$ cat config.mk
export PLATFORM = sky130hd
export DESIGN_NAME = attempt_guard
export DESIGN_NICKNAME = d
export VERILOG_FILES = /design/src/rtl/attempt_guard.sv
export SDC_FILE = /design/constraint.sdc
export NUM_CORES = 1
export LEC_CHECK = 0
export BUFFER_PORTS_ARGS = -buffer_cell sky130_fd_sc_hd__buf_2
export CAP_MARGIN = 5
export CORE_ASPECT_RATIO = 1.4
export CORE_UTILIZATION = 56
export CTS_BUF_LIST = sky130_fd_sc_hd__clkbuf_8
export CTS_CLUSTER_DIAMETER = 120
export DETAILED_ROUTE_END_ITERATION = 6
export PLACE_DENSITY_LB_ADDON = 0.12
export REMOVE_ABC_BUFFERS = 1
export SLEW_MARGIN = 30
export SYNTH_ARGS = -nofsm -noshare
export SYNTH_HDL_FRONTEND = slang
export SYNTH_SLANG_ARGS = --single-unit
$ cat constraint.sdc
create_clock -name clk -period 2.9 [get_ports clk]
set_clock_uncertainty 0.2 [all_clocks]
set_input_delay 0.58 -clock clk [delete_from_list [all_inputs] [get_ports clk]]
set_output_delay 0.58 -clock clk [all_outputs]
set_load 0.005 [all_outputs]
$ cat src/rtl/attempt_guard.sv
// Digit-lock sequencing controller: stores the master code, checks submissions,
// counts consecutive failures and enforces a tick-timed lockout.
module attempt_guard #(
    parameter int unsigned MAX_FAILS     = 3,
    parameter int unsigned LOCKOUT_TICKS = 30,
    parameter int unsigned CNT_W         = 8
) (
    input  logic             clk,
    input  logic             master_rst,
    input  logic             tick,
    input  logic             submit,
    input  logic             arm,
    input  logic             change,
    input  logic             clear,
    input  logic [15:0]      entered_code,
    output logic             lock_rst,
    output logic [1:0]       status,
    output logic [3:0]       fails,
    output logic [CNT_W-1:0] remaining,
    output logic             accept,
    output logic             reject
);

    typedef enum logic [1:0] {
        ST_INIT     = 2'b00,
        ST_LOCKED   = 2'b01,
        ST_UNLOCKED = 2'b10,
        ST_LOCKOUT  = 2'b11
    } state_e;

    localparam logic [3:0]       MaxFails = 4'(MAX_FAILS);
    localparam logic [CNT_W-1:0] Ticks    = CNT_W'(LOCKOUT_TICKS);
    localparam logic [CNT_W-1:0] CntOne   = CNT_W'(1);

    state_e           state_q, state_d;
    logic [15:0]      code_q, code_d;
    logic [3:0]       fails_q, fails_d;
    logic [CNT_W-1:0] rem_q, rem_d;
    logic             accept_q, accept_d;
    logic             reject_q, reject_d;
    logic             lock_rst_q, lock_rst_d;
    logic             submit_q, arm_q;

    logic sub_p, arm_p, match;

    assign sub_p = submit & ~submit_q;
    assign arm_p = arm & ~arm_q;
    assign match = (entered_code == code_q);

    always_ff @(posedge clk or negedge master_rst) begin
        if (!master_rst) begin
            state_q    <= ST_INIT;
            code_q     <= 16'h0000;
            fails_q    <= 4'd0;
            rem_q      <= '0;
            accept_q   <= 1'b0;
            reject_q   <= 1'b0;
            lock_rst_q <= 1'b1;
            submit_q   <= 1'b0;
            arm_q      <= 1'b0;
        end else begin
            state_q    <= state_d;
            code_q     <= code_d;
            fails_q    <= fails_d;
            rem_q      <= rem_d;
            accept_q   <= accept_d;
            reject_q   <= reject_d;
            lock_rst_q <= lock_rst_d;
            submit_q   <= submit;
            arm_q      <= arm;
        end
    end

    always_comb begin
        state_d    = state_q;
        code_d     = code_q;
        fails_d    = fails_q;
        rem_d      = rem_q;
        accept_d   = 1'b0;
        reject_d   = 1'b0;
        lock_rst_d = lock_rst_q;

        unique case (state_q)
            ST_INIT: begin
                lock_rst_d = clear;
                if (arm_p) begin
                    code_d     = entered_code;
                    lock_rst_d = 1'b1;
                    fails_d    = 4'd0;
                    state_d    = ST_LOCKED;
                end
            end
            ST_LOCKED: begin
                lock_rst_d = clear;
                // A submission always flushes the entry datapath, even over clear
                if (sub_p) begin
                    lock_rst_d = 1'b1;
                    if (match) begin
                        accept_d = 1'b1;
                        fails_d  = 4'd0;
                        state_d  = ST_UNLOCKED;
                    end else begin
                        reject_d = 1'b1;
                        if (fails_q + 4'd1 == MaxFails) begin
                            fails_d = MaxFails;
                            rem_d   = Ticks;
                            state_d = ST_LOCKOUT;
                        end else begin
                            fails_d = fails_q + 4'd1;
                        end
                    end
                end
            end
            ST_LOCKOUT: begin
                lock_rst_d = 1'b1;
                if (tick) begin
                    if (rem_q > CntOne) begin
                        rem_d = rem_q - CntOne;
                    end else begin
                        rem_d      = '0;
                        fails_d    = 4'd0;
                        lock_rst_d = 1'b0;
                        state_d    = ST_LOCKED;
                    end
                end
            end
            ST_UNLOCKED: begin
                lock_rst_d = 1'b0;
                if (change) begin
                    lock_rst_d = 1'b1;
                    state_d    = ST_INIT;
                end else if (arm_p) begin
                    lock_rst_d = 1'b1;
                    fails_d    = 4'd0;
                    state_d    = ST_LOCKED;
                end
            end
            default: state_d = ST_INIT;
        endcase
    end

    assign status    = state_q;
    assign lock_rst  = lock_rst_q;
    assign fails     = fails_q;
    assign remaining = rem_q;
    assign accept    = accept_q;
    assign reject    = reject_q;

endmodule

==> reports/qor.csv <==
stage,metric,value,unit
final_layout,nets,241,
sta,timing.fmax,421,MHz
logic_synthesis,synth_top_area_share,0.451,
final_layout,multiInputGateArea,948,sq um
routing,drt_iter0_markers,27,
power,clkPwrFrac,0.204,
logic_synthesis,yosysSeqAreaShare,0.465,
setup_path,worst-setup-path-type,reg2reg,
routing,routed_wirelength,3920,um
logic_synthesis,synth_edf_count,0,
global_route,grt_pass1_vias,1613,
sta,hold_violations,0,
floorplan,core,0.00315,sq mm
sta,worstMarginPinSlew,0.749,ns
floorplan,initial_core_util,0.598,
global_route,antenna_found_initial,0,
clock_network,cts_setup_buffers,0,
logic_synthesis,ys_types,44,
final_layout,seq_area,877,sq um
place,dp_hpwl,2950,um
setup_path,setup.worst_path.end_class,flop,
clock_network,cts_resized,0,
run_status,status,"complete, no violations",
clock_network,cts_sinks,35,
final_layout,diodes,0,
sta,layout_min_cycle_time,2.38,ns
power,power_frac_comb,0.340,
global_route,grt_max_degree,36,
sta,rsz0062_at_grt,no,
sta,slew_headroom,0.501,
logic_synthesis,ys_warn_count,0,
logic_synthesis,ys_top_cells_by_area,"dfrtp_1 45%, mux2_2 9.5%, xor2_1 7.9%",
logic_synthesis,synth-seq-cells,35,
sta,slew_viol_final,0,
routing,vias,1466,
clock_network,clock_latency,0.28,ns
clock_network,tritoncts,yes,
power,ir_drop,0.000577,V
floorplan,rows,24,
logic_synthesis,yosysTopAreaCell,dfrtp_1,
power,swShare,0.361,
final_layout,utilization,0.696,
power,p_int,1.02,mW
routing,avgViaCountPerCell,5.77,
place,port-buffer-count,39,
place,place.gp.congestion,0.823,
floorplan,die_area,0.00361,sq mm
sta,setup_viol,0,
clock_network,clock_path_buffers,2,
final_layout,nFillCells,254,
floorplan,die_x,51.1,um
power,pwr-share-seq,0.455,
setup_path,path_max_fanout,9,
global_route,grt_pass1_wl,6800,um
run,max_cap_violations,0,
routing,first_pass_iters,4,
sta,post-route-period-util,0.820,
power,leakagePower,1.05,nW
setup_path,critPathArrivalTime,2.32,ns
sta,setup_tns,0,ns
logic_synthesis,synthCells,172,
global_route,grt-ovfl-total,0,
routing,wl_per_cell,15.4,um
power,powerDensity,723,mW/mm^2
setup_path,critPathRequiredTime,2.85,ns
clock_network,htreeDepth,2,
routing,antenna_left,0,
clock_network,cts_hold_buf,0,
final_layout,area_growth,16.4,%
setup_path,crit_path_start_kind,flop,
logic_synthesis,postSynthAreaPerCell,11.0,sq um
logic_synthesis,synthFlopType,dfrtp_1,
clock_network,cts-root-buf,clkbuf_8,
routing,drc,0,
floorplan,die_h,70.7,um
clock_network,cts_buffers,5,
power,p_switching,0.573,mW
floorplan,num_io_pins,40,
clock_network,clkSlewWorstSetupHoldPaths,0.07,ns
logic_synthesis,async_flop_share,1.00,
logic_synthesis,synth.cell_area,0.00189,sq mm
min_path,hold_path_class,in2async,
global_route,grt_usage,0.249,
final_layout,drive_gt1_frac,0.335,
through the flow:
stage	cell area (sq um)	worst slack, ns	std cells	total power, mW	hold slack, ns
finish	2200	0.523	254	1.59	0.162
global route	2200	0.366	254	1.70	0.214
CTS	2200	0.534	254	1.60	0.184
detailed placement	2110	0.259	246	1.27	0.321
global placement	2110	0.325	246	1.23	0.309
floorplan	1860	0.654	166	1.06	0.0844
cell usage after synthesis, types with 2 or more instances:
master,count
nor3_1,3
or2_2,2
clkbuf_1,4
mux2_2,16
o221ai_2,2
a21o_1,5
o21ai_0,5
nand2b_1,4
nand3_1,5
nand2_1,12
nor2_1,5
o211ai_1,2
o2bb2ai_1,2
o31ai_1,4
o22ai_1,2
nor4_1,6
or3_1,2
nor2b_1,2
a32o_1,2
ha_1,4
xor2_1,17
inv_1,8
dfrtp_1,34
a21oi_1,4
logic make-up (layout without fill, tap and decap cells):
kind of cell | after synthesis | after routing | synth area share
adders and majority gates | 4 | 4 | 0.0265
muxes | 16 | 16 | 0.0955
and+or+nand+nor | 50 | 50 | 0.151
AOI/OAI and AO/OA | 36 | 36 | 0.151
DFF | 35 | 35 | 0.465
buffers and inverters | 14 | 57 | 0.0325
xor gates and xnor gates | 17 | 17 | 0.0789
worst max-delay path, cell delays in order (launching register included):
cell and delay, ns:
dfrtp_1 0.39, xor2_1 0.17, nor4_1 0.41, nand4_1 0.45
o211ai_2 0.51, o22ai_1 0.12
per-layer routing:
metal / routed length (um) / GRT usage
met5: 0 / 0
met4: 74 / 0.0895
met3: 157 / 0.0538
met2: 2170 / 0.480
met1: 1520 / 0.251
state kept, by name, summed over array words and instances (netlist names):
register and cells:
remaining 8, fails 4, code_q 16, lock_rst 1
accept 1, submit_q 1, status 2, arm_q 1
reject 1
power by group through the flow:
stage                     clock [mW]  sequential (mW)  combinational (mW)
final                          0.324            0.723               0.540
after global routing           0.347            0.739               0.610
after CTS                      0.331            0.722               0.546
after detailed placement           0            0.731               0.543
after global placement             0            0.719               0.515
after floorplan                    0            0.731               0.324
final timing paths:
| check | from | endpoint | slack (ns) | cells past startpoint |
|---|---|---|---|---|
| max | code_q[15] | remaining[2] | 0.52 | 5 |
| min | master_rst | code_q[15] | 0.16 | 1 |
| max reg2reg | code_q[15] | remaining[2] | 0.52 | 5 |
| min reg2reg | code_q[15] | code_q[15] | 0.34 | 1 |
| max in group asynchronous | master_rst | code_q[11] | 1.86 | 1 |
| min in group clk | arm | arm_q | 0.21 | 1 |
area by class of cell:
type | instances | area share
multi-input cells | 123 | 0.432
flip-flops and latches | 35 | 0.399
repair buffers | 41 | 0.0957
clock buffers | 5 | 0.0313
well taps | 39 | 0.0222
inverters | 8 | 0.0137
clock inverters | 3 | 0.00570
cells in the final DEF (no fill, tap or decap), types with 6 or more instances in the layout:
master	instances
nand2_1	12
dfrtp_1	34
xor2_1	17
mux2_2	16
buf_2	39
nor4_1	6
inv_1	10
Power figures use the tool's default switching activity.
